<file path="src/rtl/exp_uart_pkg.sv">
// Shared constants and state types for the CPC expansion-port UART.
package exp_uart_pkg;

    localparam logic [15:0] DATA_ADDR = 16'hFBD0;
    localparam logic [15:0] STAT_ADDR = 16'hFBD1;

    localparam int STAT_RX_AVAIL   = 0;
    localparam int STAT_TX_NFULL   = 1;
    localparam int STAT_OVERRUN    = 2;
    localparam int STAT_FRAME_ERR  = 3;
    localparam int STAT_TX_IDLE    = 4;
    localparam int STAT_RX_IE      = 5;
    localparam int STAT_TX_IE      = 6;
    localparam int STAT_IRQ        = 7;

    localparam int CTRL_RX_IE      = 0;
    localparam int CTRL_TX_IE      = 1;
    localparam int CTRL_FLUSH      = 7;

    typedef enum logic [1:0] {
        TX_IDLE,
        TX_START,
        TX_DATA,
        TX_STOP
    } tx_state_e;

    typedef enum logic [2:0] {
        RX_IDLE,
        RX_START,
        RX_DATA,
        RX_STOP,
        RX_WAIT_HIGH
    } rx_state_e;

endpackage

</file>
<file path="src/rtl/exp_uart_fifo.sv">
// Single-clock byte FIFO, 2^AW deep, with show-ahead head and synchronous flush.
module exp_uart_fifo #(
    parameter int AW = 4
) (
    input  logic       clk,
    input  logic       reset,
    input  logic       flush,
    input  logic       push,
    input  logic       pop,
    input  logic [7:0] din,
    output logic [7:0] head,
    output logic       full,
    output logic       empty
);
    localparam int DEPTH = 1 << AW;

    logic [7:0]  mem_q [DEPTH];
    logic [AW:0] wr_ptr_q, wr_ptr_d;
    logic [AW:0] rd_ptr_q, rd_ptr_d;
    logic        do_push, do_pop;

    assign empty   = (wr_ptr_q == rd_ptr_q);
    assign full    = (wr_ptr_q[AW] != rd_ptr_q[AW]) &&
                     (wr_ptr_q[AW-1:0] == rd_ptr_q[AW-1:0]);
    // A pop on a full FIFO frees the slot the same-cycle push needs.
    assign do_pop  = pop & ~empty;
    assign do_push = push & (~full | do_pop);
    assign head    = mem_q[rd_ptr_q[AW-1:0]];

    // NOTE: every always_comb output gets a default first so no latch is inferred.
    always_comb begin
        wr_ptr_d = wr_ptr_q;
        rd_ptr_d = rd_ptr_q;
        if (flush) begin
            wr_ptr_d = '0;
            rd_ptr_d = '0;
        end else begin
            if (do_push) wr_ptr_d = wr_ptr_q + 1'b1;
            if (do_pop)  rd_ptr_d = rd_ptr_q + 1'b1;
        end
    end

    always_ff @(posedge clk or posedge reset) begin
        if (reset) begin
            wr_ptr_q <= '0;
            rd_ptr_q <= '0;
        end else begin
            wr_ptr_q <= wr_ptr_d;
            rd_ptr_q <= rd_ptr_d;
        end
    end

    // NOTE: storage is not reset; the pointers alone define which entries are valid.
    always_ff @(posedge clk) begin
        if (do_push) mem_q[wr_ptr_q[AW-1:0]] <= din;
    end

endmodule

</file>
<file path="src/rtl/exp_uart_port.sv">
// CPC expansion-port UART: Z80 I/O responder at &FBD0/&FBD1 bridging to an 8N1 line with FIFOs.
module exp_uart_port
    import exp_uart_pkg::*;
#(
    parameter int BAUD_DIV = 278,
    parameter int FIFO_AW  = 4
) (
    input  logic        clk,
    input  logic        reset,
    input  logic [15:0] cpu_addr,
    input  logic [7:0]  cpu_dout,
    input  logic        iorq,
    input  logic        rd,
    input  logic        wr,
    input  logic        m1,
    output logic [7:0]  cpu_din,
    output logic        irq,
    input  logic        rxd,
    output logic        txd
);
    localparam int            CW       = $clog2(BAUD_DIV);
    localparam logic [CW-1:0] BIT_END  = CW'(BAUD_DIV - 1);
    localparam logic [CW-1:0] HALF_END = CW'(BAUD_DIV / 2 - 1);

    logic       sel, is_stat, wr_lvl, rd_lvl, wr_event, rd_done;
    logic       wr_lvl_q, rd_lvl_q, rd_stat_q;
    logic       tx_push, tx_pop, ctrl_wr, flush, rx_pop, stat_clr;
    logic [7:0] tx_head, rx_head, stat;
    logic       tx_full, tx_empty, rx_full, rx_empty, tx_idle, rx_good, rx_bad;
    logic       rx_ie_q, rx_ie_d, tx_ie_q, tx_ie_d, irq_q, irq_d;
    logic       overrun_q, overrun_d, frame_err_q, frame_err_d;

    // Interrupt-acknowledge cycles carry m1 and are never ours.
    assign sel      = iorq & ~m1 & (cpu_addr[15:1] == DATA_ADDR[15:1]);
    assign is_stat  = (cpu_addr[0] == STAT_ADDR[0]);
    assign wr_lvl   = sel & wr;
    assign rd_lvl   = sel & rd;
    assign wr_event = wr_lvl & ~wr_lvl_q;
    assign rd_done  = rd_lvl_q & ~rd_lvl;
    assign tx_push  = wr_event & ~is_stat;
    assign ctrl_wr  = wr_event & is_stat;
    assign flush    = ctrl_wr & cpu_dout[CTRL_FLUSH];
    assign rx_pop   = rd_done & ~rd_stat_q;
    assign stat_clr = rd_done & rd_stat_q;

    exp_uart_fifo #(.AW(FIFO_AW)) u_tx_fifo (
        .clk(clk), .reset(reset), .flush(flush), .push(tx_push), .pop(tx_pop),
        .din(cpu_dout), .head(tx_head), .full(tx_full), .empty(tx_empty)
    );

    // ---------------- transmitter ----------------
    tx_state_e     tx_state_q, tx_state_d;
    logic [CW-1:0] tx_cnt_q, tx_cnt_d;
    logic [2:0]    tx_bit_q, tx_bit_d;
    logic [7:0]    tx_shift_q, tx_shift_d;
    logic          txd_q, txd_d;

    assign tx_idle = tx_empty & (tx_state_q == TX_IDLE);
    assign txd     = txd_q;

    always_comb begin
        tx_state_d = tx_state_q;
        tx_cnt_d   = tx_cnt_q + 1'b1;
        tx_bit_d   = tx_bit_q;
        tx_shift_d = tx_shift_q;
        tx_pop     = 1'b0;
        txd_d      = 1'b1;
        unique case (tx_state_q)
            TX_IDLE: begin
                tx_cnt_d = '0;
                if (!tx_empty) begin
                    tx_pop     = 1'b1;
                    tx_shift_d = tx_head;
                    tx_state_d = TX_START;
                end
            end
            TX_START: begin
                txd_d = 1'b0;
                if (tx_cnt_q == BIT_END) begin
                    tx_cnt_d   = '0;
                    tx_bit_d   = '0;
                    tx_state_d = TX_DATA;
                end
            end
            TX_DATA: begin
                txd_d = tx_shift_q[0];
                if (tx_cnt_q == BIT_END) begin
                    tx_cnt_d   = '0;
                    tx_shift_d = {1'b0, tx_shift_q[7:1]};
                    tx_bit_d   = tx_bit_q + 3'd1;
                    if (tx_bit_q == 3'd7) tx_state_d = TX_STOP;
                end
            end
            TX_STOP: begin
                if (tx_cnt_q == BIT_END) begin
                    tx_cnt_d   = '0;
                    tx_state_d = TX_IDLE;
                end
            end
        endcase
    end

    // NOTE: sequential state is updated with non-blocking assignments only.
    always_ff @(posedge clk or posedge reset) begin
        if (reset) begin
            tx_state_q <= TX_IDLE;
            tx_cnt_q   <= '0;
            tx_bit_q   <= '0;
            tx_shift_q <= '0;
            txd_q      <= 1'b1;
        end else begin
            tx_state_q <= tx_state_d;
            tx_cnt_q   <= tx_cnt_d;
            tx_bit_q   <= tx_bit_d;
            tx_shift_q <= tx_shift_d;
            txd_q      <= txd_d;
        end
    end

    // ---------------- receiver ----------------
    rx_state_e     rx_state_q, rx_state_d;
    logic [CW-1:0] rx_cnt_q, rx_cnt_d;
    logic [2:0]    rx_bit_q, rx_bit_d;
    logic [7:0]    rx_shift_q, rx_shift_d;
    logic          rxd_meta_q, rxd_sync_q, rxd_prev_q;

    always_comb begin
        rx_state_d = rx_state_q;
        rx_cnt_d   = rx_cnt_q + 1'b1;
        rx_bit_d   = rx_bit_q;
        rx_shift_d = rx_shift_q;
        rx_good    = 1'b0;
        rx_bad     = 1'b0;
        unique case (rx_state_q)
            RX_IDLE: begin
                rx_cnt_d = '0;
                if (rxd_prev_q && !rxd_sync_q) rx_state_d = RX_START;
            end
            RX_START: begin
                if (rx_cnt_q == HALF_END) begin
                    rx_cnt_d   = '0;
                    rx_bit_d   = '0;
                    rx_state_d = rxd_sync_q ? RX_IDLE : RX_DATA;
                end
            end
            RX_DATA: begin
                if (rx_cnt_q == BIT_END) begin
                    rx_cnt_d   = '0;
                    rx_shift_d = {rxd_sync_q, rx_shift_q[7:1]};
                    rx_bit_d   = rx_bit_q + 3'd1;
                    if (rx_bit_q == 3'd7) rx_state_d = RX_STOP;
                end
            end
            RX_STOP: begin
                if (rx_cnt_q == BIT_END) begin
                    rx_cnt_d   = '0;
                    rx_good    = rxd_sync_q;
                    rx_bad     = ~rxd_sync_q;
                    rx_state_d = rxd_sync_q ? RX_IDLE : RX_WAIT_HIGH;
                end
            end
            RX_WAIT_HIGH: begin
                rx_cnt_d = '0;
                if (rxd_sync_q) rx_state_d = RX_IDLE;
            end
            default: rx_state_d = RX_IDLE;
        endcase
    end

    always_ff @(posedge clk or posedge reset) begin
        if (reset) begin
            rx_state_q <= RX_IDLE;
            rx_cnt_q   <= '0;
            rx_bit_q   <= '0;
            rx_shift_q <= '0;
            rxd_meta_q <= 1'b1;
            rxd_sync_q <= 1'b1;
            rxd_prev_q <= 1'b1;
        end else begin
            rx_state_q <= rx_state_d;
            rx_cnt_q   <= rx_cnt_d;
            rx_bit_q   <= rx_bit_d;
            rx_shift_q <= rx_shift_d;
            rxd_meta_q <= rxd;
            rxd_sync_q <= rxd_meta_q;
            rxd_prev_q <= rxd_sync_q;
        end
    end

    exp_uart_fifo #(.AW(FIFO_AW)) u_rx_fifo (
        .clk(clk), .reset(reset), .flush(flush), .push(rx_good), .pop(rx_pop),
        .din(rx_shift_q), .head(rx_head), .full(rx_full), .empty(rx_empty)
    );

    // ---------------- control, status, read mux ----------------
    always_comb begin
        rx_ie_d     = rx_ie_q;
        tx_ie_d     = tx_ie_q;
        overrun_d   = overrun_q;
        frame_err_d = frame_err_q;
        if (ctrl_wr) begin
            rx_ie_d = cpu_dout[CTRL_RX_IE];
            tx_ie_d = cpu_dout[CTRL_TX_IE];
        end
        if (stat_clr) begin
            overrun_d   = 1'b0;
            frame_err_d = 1'b0;
        end
        if (rx_good && rx_full && !rx_pop) overrun_d = 1'b1;
        if (rx_bad) frame_err_d = 1'b1;
        // Flush beats a same-cycle completion: the byte is lost without an overrun.
        if (flush) begin
            overrun_d   = 1'b0;
            frame_err_d = 1'b0;
        end
        irq_d = (rx_ie_q & ~rx_empty) | (tx_ie_q & tx_idle);
    end

    always_ff @(posedge clk or posedge reset) begin
        if (reset) begin
            wr_lvl_q    <= 1'b0;
            rd_lvl_q    <= 1'b0;
            rd_stat_q   <= 1'b0;
            rx_ie_q     <= 1'b0;
            tx_ie_q     <= 1'b0;
            overrun_q   <= 1'b0;
            frame_err_q <= 1'b0;
            irq_q       <= 1'b0;
        end else begin
            wr_lvl_q    <= wr_lvl;
            rd_lvl_q    <= rd_lvl;
            if (rd_lvl) rd_stat_q <= is_stat;
            rx_ie_q     <= rx_ie_d;
            tx_ie_q     <= tx_ie_d;
            overrun_q   <= overrun_d;
            frame_err_q <= frame_err_d;
            irq_q       <= irq_d;
        end
    end

    always_comb begin
        stat                 = '0;
        stat[STAT_RX_AVAIL]  = ~rx_empty;
        stat[STAT_TX_NFULL]  = ~tx_full;
        stat[STAT_OVERRUN]   = overrun_q;
        stat[STAT_FRAME_ERR] = frame_err_q;
        stat[STAT_TX_IDLE]   = tx_idle;
        stat[STAT_RX_IE]     = rx_ie_q;
        stat[STAT_TX_IE]     = tx_ie_q;
        stat[STAT_IRQ]       = irq_q;
        cpu_din              = 8'hFF;
        if (rd_lvl) cpu_din = is_stat ? stat : (rx_empty ? 8'hFF : rx_head);
    end

    assign irq = irq_q;

endmodule

</file>
<file path="config.mk">
export PLATFORM = sky130hd
export DESIGN_NAME = exp_uart_port
export DESIGN_NICKNAME = d
export VERILOG_FILES = /design/src/rtl/exp_uart_pkg.sv /design/src/rtl/exp_uart_fifo.sv /design/src/rtl/exp_uart_port.sv
export SDC_FILE = /design/constraint.sdc
export NUM_CORES = 1
export LEC_CHECK = 0
export CELL_PAD_IN_SITES_DETAIL_PLACEMENT = 1
export CELL_PAD_IN_SITES_GLOBAL_PLACEMENT = 2
export CORE_MARGIN = 10
export CORE_UTILIZATION = 50
export CTS_BUF_LIST = sky130_fd_sc_hd__clkbuf_16
export DETAILED_ROUTE_END_ITERATION = 7
export GPL_ROUTABILITY_DRIVEN = 0
export HOLD_SLACK_MARGIN = 0.12
export PLACE_DENSITY_LB_ADDON = 0.2
export REMOVE_ABC_BUFFERS = 1
export SLEW_MARGIN = 0
export SYNTH_ARGS = -nofsm -noshare
export SYNTH_HDL_FRONTEND = slang
export SYNTH_SLANG_ARGS = --single-unit
</file>
<file path="constraint.sdc">
create_clock -name clk -period 7.2 [get_ports clk]
set_input_delay 0.72 -clock clk [delete_from_list [all_inputs] [get_ports clk]]
set_output_delay 0.72 -clock clk [all_outputs]
set_load 0.05 [all_outputs]
</file>
Word level (Yosys, flattened, before mapping)
Memory sizes are Yosys's and may differ from the RTL's.
Cells that the tools add are included.
- flip-flop bits (word level): 77
- bits in writable memories: 256
- input port bits: 31
- output and inout bits: 10
- logic and storage cells: 178
- memories kept: 2
- add/sub/neg operators: 8
- equality and inequality tests: 30
- mux-type cells: 56
- bitwise gates (word level): 31
- reductions and logical operators: 27
- memory list (memory ; words ; width ; rd ports ; clocked after memory_dff ; wr ports ; line ; RTL):
    u_rx_fifo.mem_q ; 16 ; 8 ; 1 ; 0 ; 1 ; exp_uart_fifo.sv:17 ; logic [7:0] mem_q [DEPTH];
    u_tx_fifo.mem_q ; 16 ; 8 ; 1 ; 0 ; 1 ; exp_uart_fifo.sv:17 ;
- operator list (kind ; number):
    2-to-1 mux 5 bit ; 8
    2-to-1 mux 8 bit ; 5
    2-to-1 mux 3 bit ; 11
    2-to-1 mux 9 bit ; 3
    one-hot mux 9 bit (3 select lines) ; 1
    inequality test 2 bit, second input constant ; 11
    adder 5 x 1 -> 5 bit, second input constant ; 4
    adder 9 x 1 -> 9 bit, second input constant ; 2
    bitwise AND 1 bit ; 18
    equality test 9 bit, second input constant ; 2
    one-hot mux 9 bit (2 select lines) ; 1
    one-hot mux 8 bit (2 select lines) ; 1
    equality test 15 bit, second input constant ; 1
    2-to-1 mux 1 bit ; 15
    one-hot mux 3 bit (5 select lines) ; 1
    nonzero test 2 bit ; 7
    2-to-1 mux 2 bit ; 6
    one-hot mux 3 bit (2 select lines) ; 2
    equality test 5 bit ; 2
    NOT 1 bit ; 10
    equality test 3 bit, second input constant ; 3
    equality test 9 x 8 -> 1 bit, second input constant ; 1
    AND reduction 3 bit ; 3
    equality test 4 bit ; 2
    other kinds (19) ; 32

Logic depth before layout (Yosys ltp)
Gate-level depths: netlist of run 1.
- word-level depth: 12
- mapped depth: 9
- mapped depth without buffers: 7

Modules after synthesis
A second synthesis of run 1 with hierarchy kept.
- cells, all modules: 857
- area, all modules: 14127.3 um2
- modules (own cells, without submodules) (module ; times used ; cells an instance ; area each (um2) ; seq. area each (um2)):
    exp_uart_fifo ; 2 ; 289 ; 5627.9 ; 4093.9
    exp_uart_port ; 1 ; 279 ; 2871.5 ; 1431.4

Worst setup path before layout of run 1
OpenSTA, ideal clock, no wires.
- path type: input to output
- start: input cpu_addr[2]
- end: output cpu_din[1]
- arrival: 2.417 ns
- data required time: 6.480 ns
- path slack: 4.063 ns
- cell stages on the path: 5
- buffers on the path: 0
- cell sequence: or4b_4 nor3_4 nor4b_4 nand2_2 o32a_1
- longest elaborated chain between the ends: 4
- RTL lines (element ; line ; RTL):
    from (decl) ; exp_uart_port.sv:10 ; input logic [15:0] cpu_addr,
    equality test 15 bit ; exp_uart_port.sv:34 ; assign sel = iorq & ~m1 & (cpu_addr[15:1] == DATA_ADDR[15:1]);
    bitwise AND 1 bit ; exp_uart_port.sv:34 ;
    bitwise AND 1 bit ; exp_uart_port.sv:37 ; assign rd_lvl = sel & rd;
    via rd_lvl ; exp_uart_port.sv:25 ; logic sel, is_stat, wr_lvl, rd_lvl, wr_event, rd_done;
    2-to-1 mux 8 bit ; exp_uart_port.sv:252 ; if (rd_lvl) cpu_din = is_stat ? stat : (rx_empty ? 8'hFF : rx_head);
    to (decl) ; exp_uart_port.sv:16 ; output logic [7:0] cpu_din,
The timed path passes the listed nets, and every way through them passes these cells.

Worst setup path in the final report of run 1
- start: input cpu_addr[2]
- end: output cpu_din[5]
Same word-level chain as after synthesis.

==> results.md, run 1 <==
Yosys:
- Each instance of the synthesized netlist takes up on average approximately 17 sq um.
- sky130_fd_sc_hd__edfxtp_1 is the most common cell in the netlist.
- The largest area contributor in the netlist is sky130_fd_sc_hd__edfxtp_1.
- The mapped cell area is about 0.014 sq mm.
- Sorting the synthesized cells by area gives the leading types as sky130_fd_sc_hd__edfxtp_1, sky130_fd_sc_hd__dfrtp_1, sky130_fd_sc_hd__mux4_2.
- The dominant synthesized flop cell is sky130_fd_sc_hd__edfxtp_1.
- Sorting the synthesized cells by how often they occur yields sky130_fd_sc_hd__edfxtp_1, sky130_fd_sc_hd__dfrtp_1, sky130_fd_sc_hd__mux4_2.
- The fraction of synthesized cell area taken by the top area cell type is 0.5435.
- The fraction of the yosys area taken by sequential cells is 0.6801.
- The number of standard cells after synthesis is roughly 850.
- After synthesis the netlist holds a flip-flop and latch count of approximately 330.
- The post-synthesis cell type count is 59.
- The synthesized design contains 256 enable-type register cells.
- Of all flip-flops after synthesis, the portion carrying an async set or reset was 0.2312.
- During synthesis, Yosys emitted a total of 0 warnings.

Clocking:
- TritonCTS built the clock tree.
- The number of buffers created by CTS is 36.
- The clock net in this run drives a total of roughly 330 sinks.
- The clock slew seen by the registers of the worst setup and hold paths is 50 ps.
- The number of setup buffers added after CTS is 0.
- The insertion delay to the later sink of the worst-skew pair is roughly 520 ps.
- The buffer type at the clock tree root is sky130_fd_sc_hd__clkbuf_16.
- The clock tree synthesis step divided the H-tree into 2 levels.
- The quantity of hold-fixing buffers added after cts is 0.
- Gates resized during post-CTS repair numbered 0.
- The buffer levels on the longest clock path is 3.

Worst hold path:
- The path class of the tightest hold or removal check is reg -> reg.

Global routing:
- The number of global-route vias before repair is approximately 8,300.
- The initial antenna violation count is 0.
- The residual overflow from global routing is 0.
- The global routing usage on met1 is 0.2263.
- Entering global routing, the biggest net connects 78 pins.
- The busiest layer in global routing is met2.
- The first-pass GRT wire length is 50.43 mm.
- For this run, global-route usage on met2 was measured as 0.3239.
- Across every metal layer, demand over resource in global routing totals 0.1841.
- In the global route stage, met3 resource usage came out at 0.02566.

Detailed routing:
- Once detail routing completed, the nets flagged for antenna violations numbered 0.
- The detailed router placed 7,703 vias in this run.
- The total DRC errors in the routed layout is 0.
- After detailed routing, the number of vias per cell comes to a little under 6.
- The total length of routed wires is ~32 mm.
- The detailed router finished its first iteration with about 470 violations.
- The number of iterations in the first detailed-routing pass is 4.
- After detailed routing, the average wire length per cell comes to 24.94 microns.

Floorplan:
- The die span in y is around 190 microns.
- The number of placement rows is slightly above 60.
- The boundary pin count is slightly above 40.
- The total die area is roughly 0.035 sq mm.
- In this run the standard cell core region covers 0.02786 sq mm.
- The initial core utilization is 0.5077.
- Measured along the x axis, the die boundary spans 188.2 microns.

Final layout:
- Fill cells in the final layout number between 2,000 and 3,000.
- In the final layout, the share of cells above drive strength 1 is 0.1829.
- The final net count is 951.
- The relative area change from synthesis to final layout is 13.66%.
- The final antenna diode count is 0.
- The finished layout cell area is 0.01608 sq mm.
- Once layout is complete, the utilization of the core stands at 0.5771.

Timing:
- The count of pins over their slew limit was 0.
- Setup repair after global routing left no endpoint under its margin.
- The max-slew headroom at the worst pin is 0.2748.
- The sum of negative setup slack is 0 ps.
- The final number of hold-violating endpoints is 0.
- Of the available clock period, the critical path in the final layout requires 0.6105.
- For the pin with the worst max-slew slack, the measured transition is 1088 ps.
- Across all setup checks in the final design, the least slack found is roughly 2800 ps.
- Hold is met by about 360 ps.
- The final count of negative-setup-slack endpoints is 0.
- The timing-limited maximum frequency is 227.5 MHz.
- The clock arrives with roughly 19 ps of skew.
- The time the final worst path needs with I/O delays and setup is between 4000 and 5000 ps.

Critical path:
- STA puts the critical path data arrival time at 3680 ps.
- The path type of the worst setup path is in -> out.
- Along the worst path, the maximum fanout reaches 7.
- At the worst endpoint, the required time is approximately 6500 ps.
- The sort of element at the end of the critical path is an output port.
- The worst setup path is launched from a primary input.

Run status:
- The flow ran to the end, and the final reports show no timing, DRC or antenna violations.

Place:
- The placed instance area is roughly 0.015 sq mm.
- The number of buffers inserted by port buffering is 40.
- Detailed placement finished with a half-perimeter wire length of between 20 and 25 mm.
- OpenSTA, run right after detailed placement, puts the worst setup slack at 2810 ps.

Flow run:
- The max-cap violation count is 0.

Power:
- For this design the static power due to leakage is roughly 6 nW.
- The peak supply drop is between 0.2 and 0.3 mV.
- In this run the power density over the cells is 248.4 mW/mm^2.
-- final timing paths --
check	from	endpoint	slack, ps	cells after the start
setup / recovery	cpu_addr[2]	cpu_din[5]	2800	7
hold / removal	rxd_meta_q	rxd_sync_q	360	0
setup reg to reg	u_tx_fifo.rd_ptr_q[0]	u_tx_fifo.mem_q[2][2]	3770	5
hold reg to reg	rxd_meta_q	rxd_sync_q	360	0
max in group asynchronous	reset	u_tx_fifo.rd_ptr_q[0]	5560	3
min in group asynchronous	reset	overrun_q	870	3
-- registers in the layout, indices dropped and copies added, names as in the netlist, 2 cells and up --
signal	flops
tx_bit_q	3
tx_cnt_q	9
u_rx_fifo.mem_q	128
u_tx_fifo.rd_ptr_q	5
tx_shift_q	8
rx_cnt_q	9
rx_state_q	3
u_rx_fifo.wr_ptr_q	5
u_tx_fifo.mem_q	128
u_rx_fifo.rd_ptr_q	5
rx_shift_q	8
rx_bit_q	3
u_tx_fifo.wr_ptr_q	5
tx_state_q	2
-- power by group --
| part | internal [mW] | leakage, nW | switching [mW] |
|---|---|---|---|
| Combinational | 0.0405 | 1.76 | 0.0669 |
| Sequential | 2.07 | 3.62 | 0.0230 |
| Clock | 1.06 | 0.601 | 0.731 |
-- stage by stage --
| step | instances | power (mW) |
|---|---|---|
| final | 1302 | 3.994 |
| after global routing | 1302 | 4.128 |
| after CTS | 1302 | 4.029 |
| after detailed placement | 1236 | 2.241 |
| after global placement | 1236 | 2.229 |
| after floorplan | 813 | 2.183 |
-- cell type report --
| cell class | count | area [sq um] | share of cell area |
|---|---|---|---|
| Clock buffer | 38 | 950.9 | 0.05915 |
| Clock inverter | 28 | 203.9 | 0.01269 |
| Inverter | 27 | 102.6 | 0.006382 |
| Multi-Input combinational cell | 453 | 4287 | 0.2666 |
| Sequential cell | 333 | 9622 | 0.5985 |
| Tap cell | 378 | 473.0 | 0.02942 |
| Timing Repair Buffer | 45 | 437.9 | 0.02724 |
-- per-layer routing --
metal	part of all wire	vias up
met4	0.028	0
met5	0	-
met2	0.53	136
li1	-	3443
met1	0.41	4074
met3	0.030	50
-- logic make-up after synthesis --
logic type / share of synthesized area
AO/OA/AOI/OAI: 0.05033
XOR/XNOR: 0.01858
adder cells (fa/ha/maj): 0.02123
buffers and inverters: 0.01725
flip-flops: 0.6801
multiplexers: 0.1351
AND/OR/NAND/NOR: 0.07749
-- critical path, stage by stage --
cell and delay (ps):
sky130_fd_sc_hd__clkdlybuf4s50_1 420, sky130_fd_sc_hd__or4b_4 550, sky130_fd_sc_hd__nor3_4 210, sky130_fd_sc_hd__nor4b_4 460, sky130_fd_sc_hd__nand3_2 300, sky130_fd_sc_hd__o22a_1 280, sky130_fd_sc_hd__clkdlybuf4s50_1 730
-- cells in the final DEF (no fill, tap or decap), types with 7 or more instances in the layout --
cell type,n
sky130_fd_sc_hd__and3_1,39
sky130_fd_sc_hd__clkdlybuf4s50_1,40
sky130_fd_sc_hd__clkbuf_16,38
sky130_fd_sc_hd__nor2_1,46
sky130_fd_sc_hd__mux2_2,27
sky130_fd_sc_hd__a22o_1,13
sky130_fd_sc_hd__a221oi_1,7
sky130_fd_sc_hd__a21oi_1,26
sky130_fd_sc_hd__xor2_1,13
sky130_fd_sc_hd__mux4_2,66
sky130_fd_sc_hd__inv_1,33
sky130_fd_sc_hd__mux2i_1,12
sky130_fd_sc_hd__nand2_1,28
sky130_fd_sc_hd__dfrtp_1,71
sky130_fd_sc_hd__o211ai_1,11
sky130_fd_sc_hd__edfxtp_1,256
sky130_fd_sc_hd__nor2b_1,7
sky130_fd_sc_hd__o21ai_0,14
sky130_fd_sc_hd__clkinv_1,8
sky130_fd_sc_hd__nand2b_1,9
sky130_fd_sc_hd__xnor2_1,17
sky130_fd_sc_hd__nand3_1,19
sky130_fd_sc_hd__ha_1,24
sky130_fd_sc_hd__clkinv_2,9
Note: power is estimated with default switching activity, not from simulation.
==> run 2, diff against run 1 <==
--- a/config.mk
+++ b/config.mk
@@ -8,7 +8,7 @@
 export CELL_PAD_IN_SITES_DETAIL_PLACEMENT = 1
 export CELL_PAD_IN_SITES_GLOBAL_PLACEMENT = 2
 export CORE_MARGIN = 10
-export CORE_UTILIZATION = 50
+export CORE_UTILIZATION = 42
 export CTS_BUF_LIST = sky130_fd_sc_hd__clkbuf_16
 export DETAILED_ROUTE_END_ITERATION = 7
 export GPL_ROUTABILITY_DRIVEN = 0
==> constraint.sdc (replaced) <==
create_clock -name clk -period 3.5 [get_ports clk]
set_input_delay 0.35 -clock clk [delete_from_list [all_inputs] [get_ports clk]]
set_output_delay 0.35 -clock clk [all_outputs]
set_load 0.05 [all_outputs]
==> results.md, run 2 (synthesis gave the netlist of run 1 again) <==
Detailed routing:
- After detailed routing, the total wire length is roughly 34 mm.
- The remaining antenna violation count is 0.
- The detailed router finished its first iteration with 516 violations.
- Dividing the detail-routed wire length by the instance count gives approximately 24 microns.
- After detailed routing, the number of vias per cell comes to roughly 5.6.
- The total DRC errors in the routed layout is 0.
- The detailed-route via count is between 7,000 and 8,000.
- The first TritonRoute pass finished after 5 iterations.

Critical path:
- Of all nets on the critical path, the largest fanout is 14.
- The signal on the critical path passes through buf_4, mux4_2, mux4_2, o22a_1, buf_4.
- The worst setup path is launched from a flip-flop.
- The critical path is of the reg -> out type.
- At the worst endpoint, the required time is approximately 3200 ps.
- Counting both buffers and inverters, the worst setup path holds a total of 2.
- The worst setup path is captured at an output port.
- The arrival time at the worst endpoint is approximately 2900 ps.
- On the critical path the largest part of the delay comes from multiplexers.
- The delay of the slowest critical-path stage is between 600 and 700 ps.
- For this design, the slowest cell found on the critical path is sky130_fd_sc_hd__dfrtp_4.

Run status:
- The flow ran to the end, and the final reports show no timing, DRC or antenna violations.

Final layout:
- The multi-input combinational cell area is between 0.004 and 0.005 sq mm.
- The count of placed standard cells in the final layout, fillers left out is approximately 1,400.
- In the final layout, the share of cells above drive strength 1 is 0.2062.
- The final net count is between 900 and 1,000.
- The total of fill cells in the finished design is between 3,000 and 4,000.
- Summing all flip-flop and latch instances after layout gives roughly 0.0096 sq mm.
- The repair_antennas step left the layout with diodes totalling 0.
- The finished cells cover between 0.015 and 0.02 sq mm.
- The most common library cell in the layout ignoring fill and taps is sky130_fd_sc_hd__edfxtp_1.
- The relative area change from synthesis to final layout is 15.07%.
- The library cells used most frequently in the layout, excluding fill and tap cells, are sky130_fd_sc_hd__edfxtp_1, sky130_fd_sc_hd__dfrtp_1, sky130_fd_sc_hd__mux4_2, sky130_fd_sc_hd__nor2_1, sky130_fd_sc_hd__and3_1.

Global routing:
- The total overflow left after global routing is 0.
- The first global-routing pass estimated around 52 mm of wire.
- The initial antenna violation count came to 0.
- The total global routing track utilization is 0.1622.
- The maximum number of pins on one net before global-route repair is between 40 and 50.
- The number of global-route vias before repair is between 8,000 and 9,000.

Floorplan:
- The initial utilization of the core area, before any placement, comes to 0.4239.
- The total die area is just over 0.04 sq mm.
- The die extent in x is around 200 microns.
- The floorplan has 67 rows.
- The total core area is 0.03336 sq mm.
- The die span in y is 203.5 microns.
- 41 I/O pins were placed.

Timing:
- The max-slew headroom at the worst pin is 0.4883.
- The portion of the clock cycle consumed by the worst path in the final layout is 0.9202.
- The timing-limited maximum frequency is 310.5 MHz.
- For the final database, setup skew stands at just over 20 ps.
- Setup repair after global routing left no endpoint under its margin.
- The count of pins over their slew limit came to 0.
- The time the final worst path needs with I/O delays and setup is around 3200 ps.
- For the final routed database, the setup TNS stands at 0 ps.
- The final number of hold-violating endpoints came to 0.
- The transition time at the pin with the least slew margin is 757.3 ps.
- The final count of negative-setup-slack endpoints is 0.

Clocking:
- The clock sink total is approximately 330.
- The quantity of hold-fixing buffers added after cts is 0.
- The H-tree level count is 2.
- The CTS tree is done.
- The clock slew seen by the registers of the worst setup and hold paths is ~60 ps.
- The number of clock buffers added by TritonCTS is 37.
- The insertion delay to the later sink of the worst-skew pair is between 500 and 600 ps.
- In this run the clock root is driven by a sky130_fd_sc_hd__clkbuf_16.
- The clock passes through at most 3 buffers.

Power:
- For this design the static power due to leakage is 6.059 nW.
- The overall power of the completed layout is slightly above 8 mW.
- The total power density per cell area is roughly 500 mW/mm^2.
- The peak supply drop is around 0.42 mV.

Flow run:
- The tool flagged a number of max-cap violations equal to 0.

Place:
- Counting tap cells, the placed design contains a total of 1,324 instances.
- The final HPWL from detailed placement is 22.80 mm.
- The number of buffers inserted by port buffering is 40.
- The placed instance area is ~0.015 sq mm.

Worst hold path:
- The tightest min-delay check is of the in -> async type.
[run 2: power by group]
group / leakage [nW] / switching, mW / internal (mW) / total [mW]
sequential: 3.62 / 0.0431 / 4.26 / 4.30
clock: 0.572 / 1.54 / 2.01 / 3.55
combinational: 1.87 / 0.144 / 0.0855 / 0.229
total: 6.06 / 1.72 / 6.36 / 8.08
[run 2: timing repair]
item	4_1_cts	5_1_grt
buffers inserted	0	1
endpoints found under the setup margin	7	1
resized for setup	1	0
[run 2: area by class of cell]
type	count	share of cell area
Inverter	27	0.006303
Multi-Input combinational cell	453	0.2630
Clock inverter	27	0.01161
Tap cell	448	0.03444
Timing Repair Buffer	64	0.03644
Clock buffer	37	0.05688
Sequential cell	333	0.5913
[run 2: layer usage]
metal	vias to the layer above	GRT usage	routed length (microns)
li1	3471	-	-
met1	4152	0.2050	14360
met2	122	0.2841	17540
met3	40	0.02507	1029
met4	0	0.04503	615
met5	-	0	0
[run 2: through the flow]
stage	util	hold slack (ps)	setup slack, ps
3_3_place_gp	0.4535	349.4	428.9
3_5_place_dp	0.4535	353.7	346.9
6_report	0.4879	227.9	279.3
4_1_cts	0.4870	223.2	85.46
2_1_floorplan	-	345.2	109.7
5_1_grt	0.4879	231.0	175.7
[run 2: worst paths after layout]
path | slack (ps) | endpoint | cells after the start | from
worst max-delay path | 280 | cpu_din[5] | 5 | u_rx_fifo.rd_ptr_q[0]
worst min-delay path | 230 | wr_lvl_q | 2 | reset
worst max register to register | 860 | u_rx_fifo.mem_q[8][4] | 6 | u_rx_fifo.rd_ptr_q[3]
worst min register to register | 360 | rxd_sync_q | 0 | rxd_meta_q
max in group asynchronous | 2460 | u_tx_fifo.rd_ptr_q[0] | 3 | reset
min in group clk | 240 | rxd_meta_q | 1 | rxd
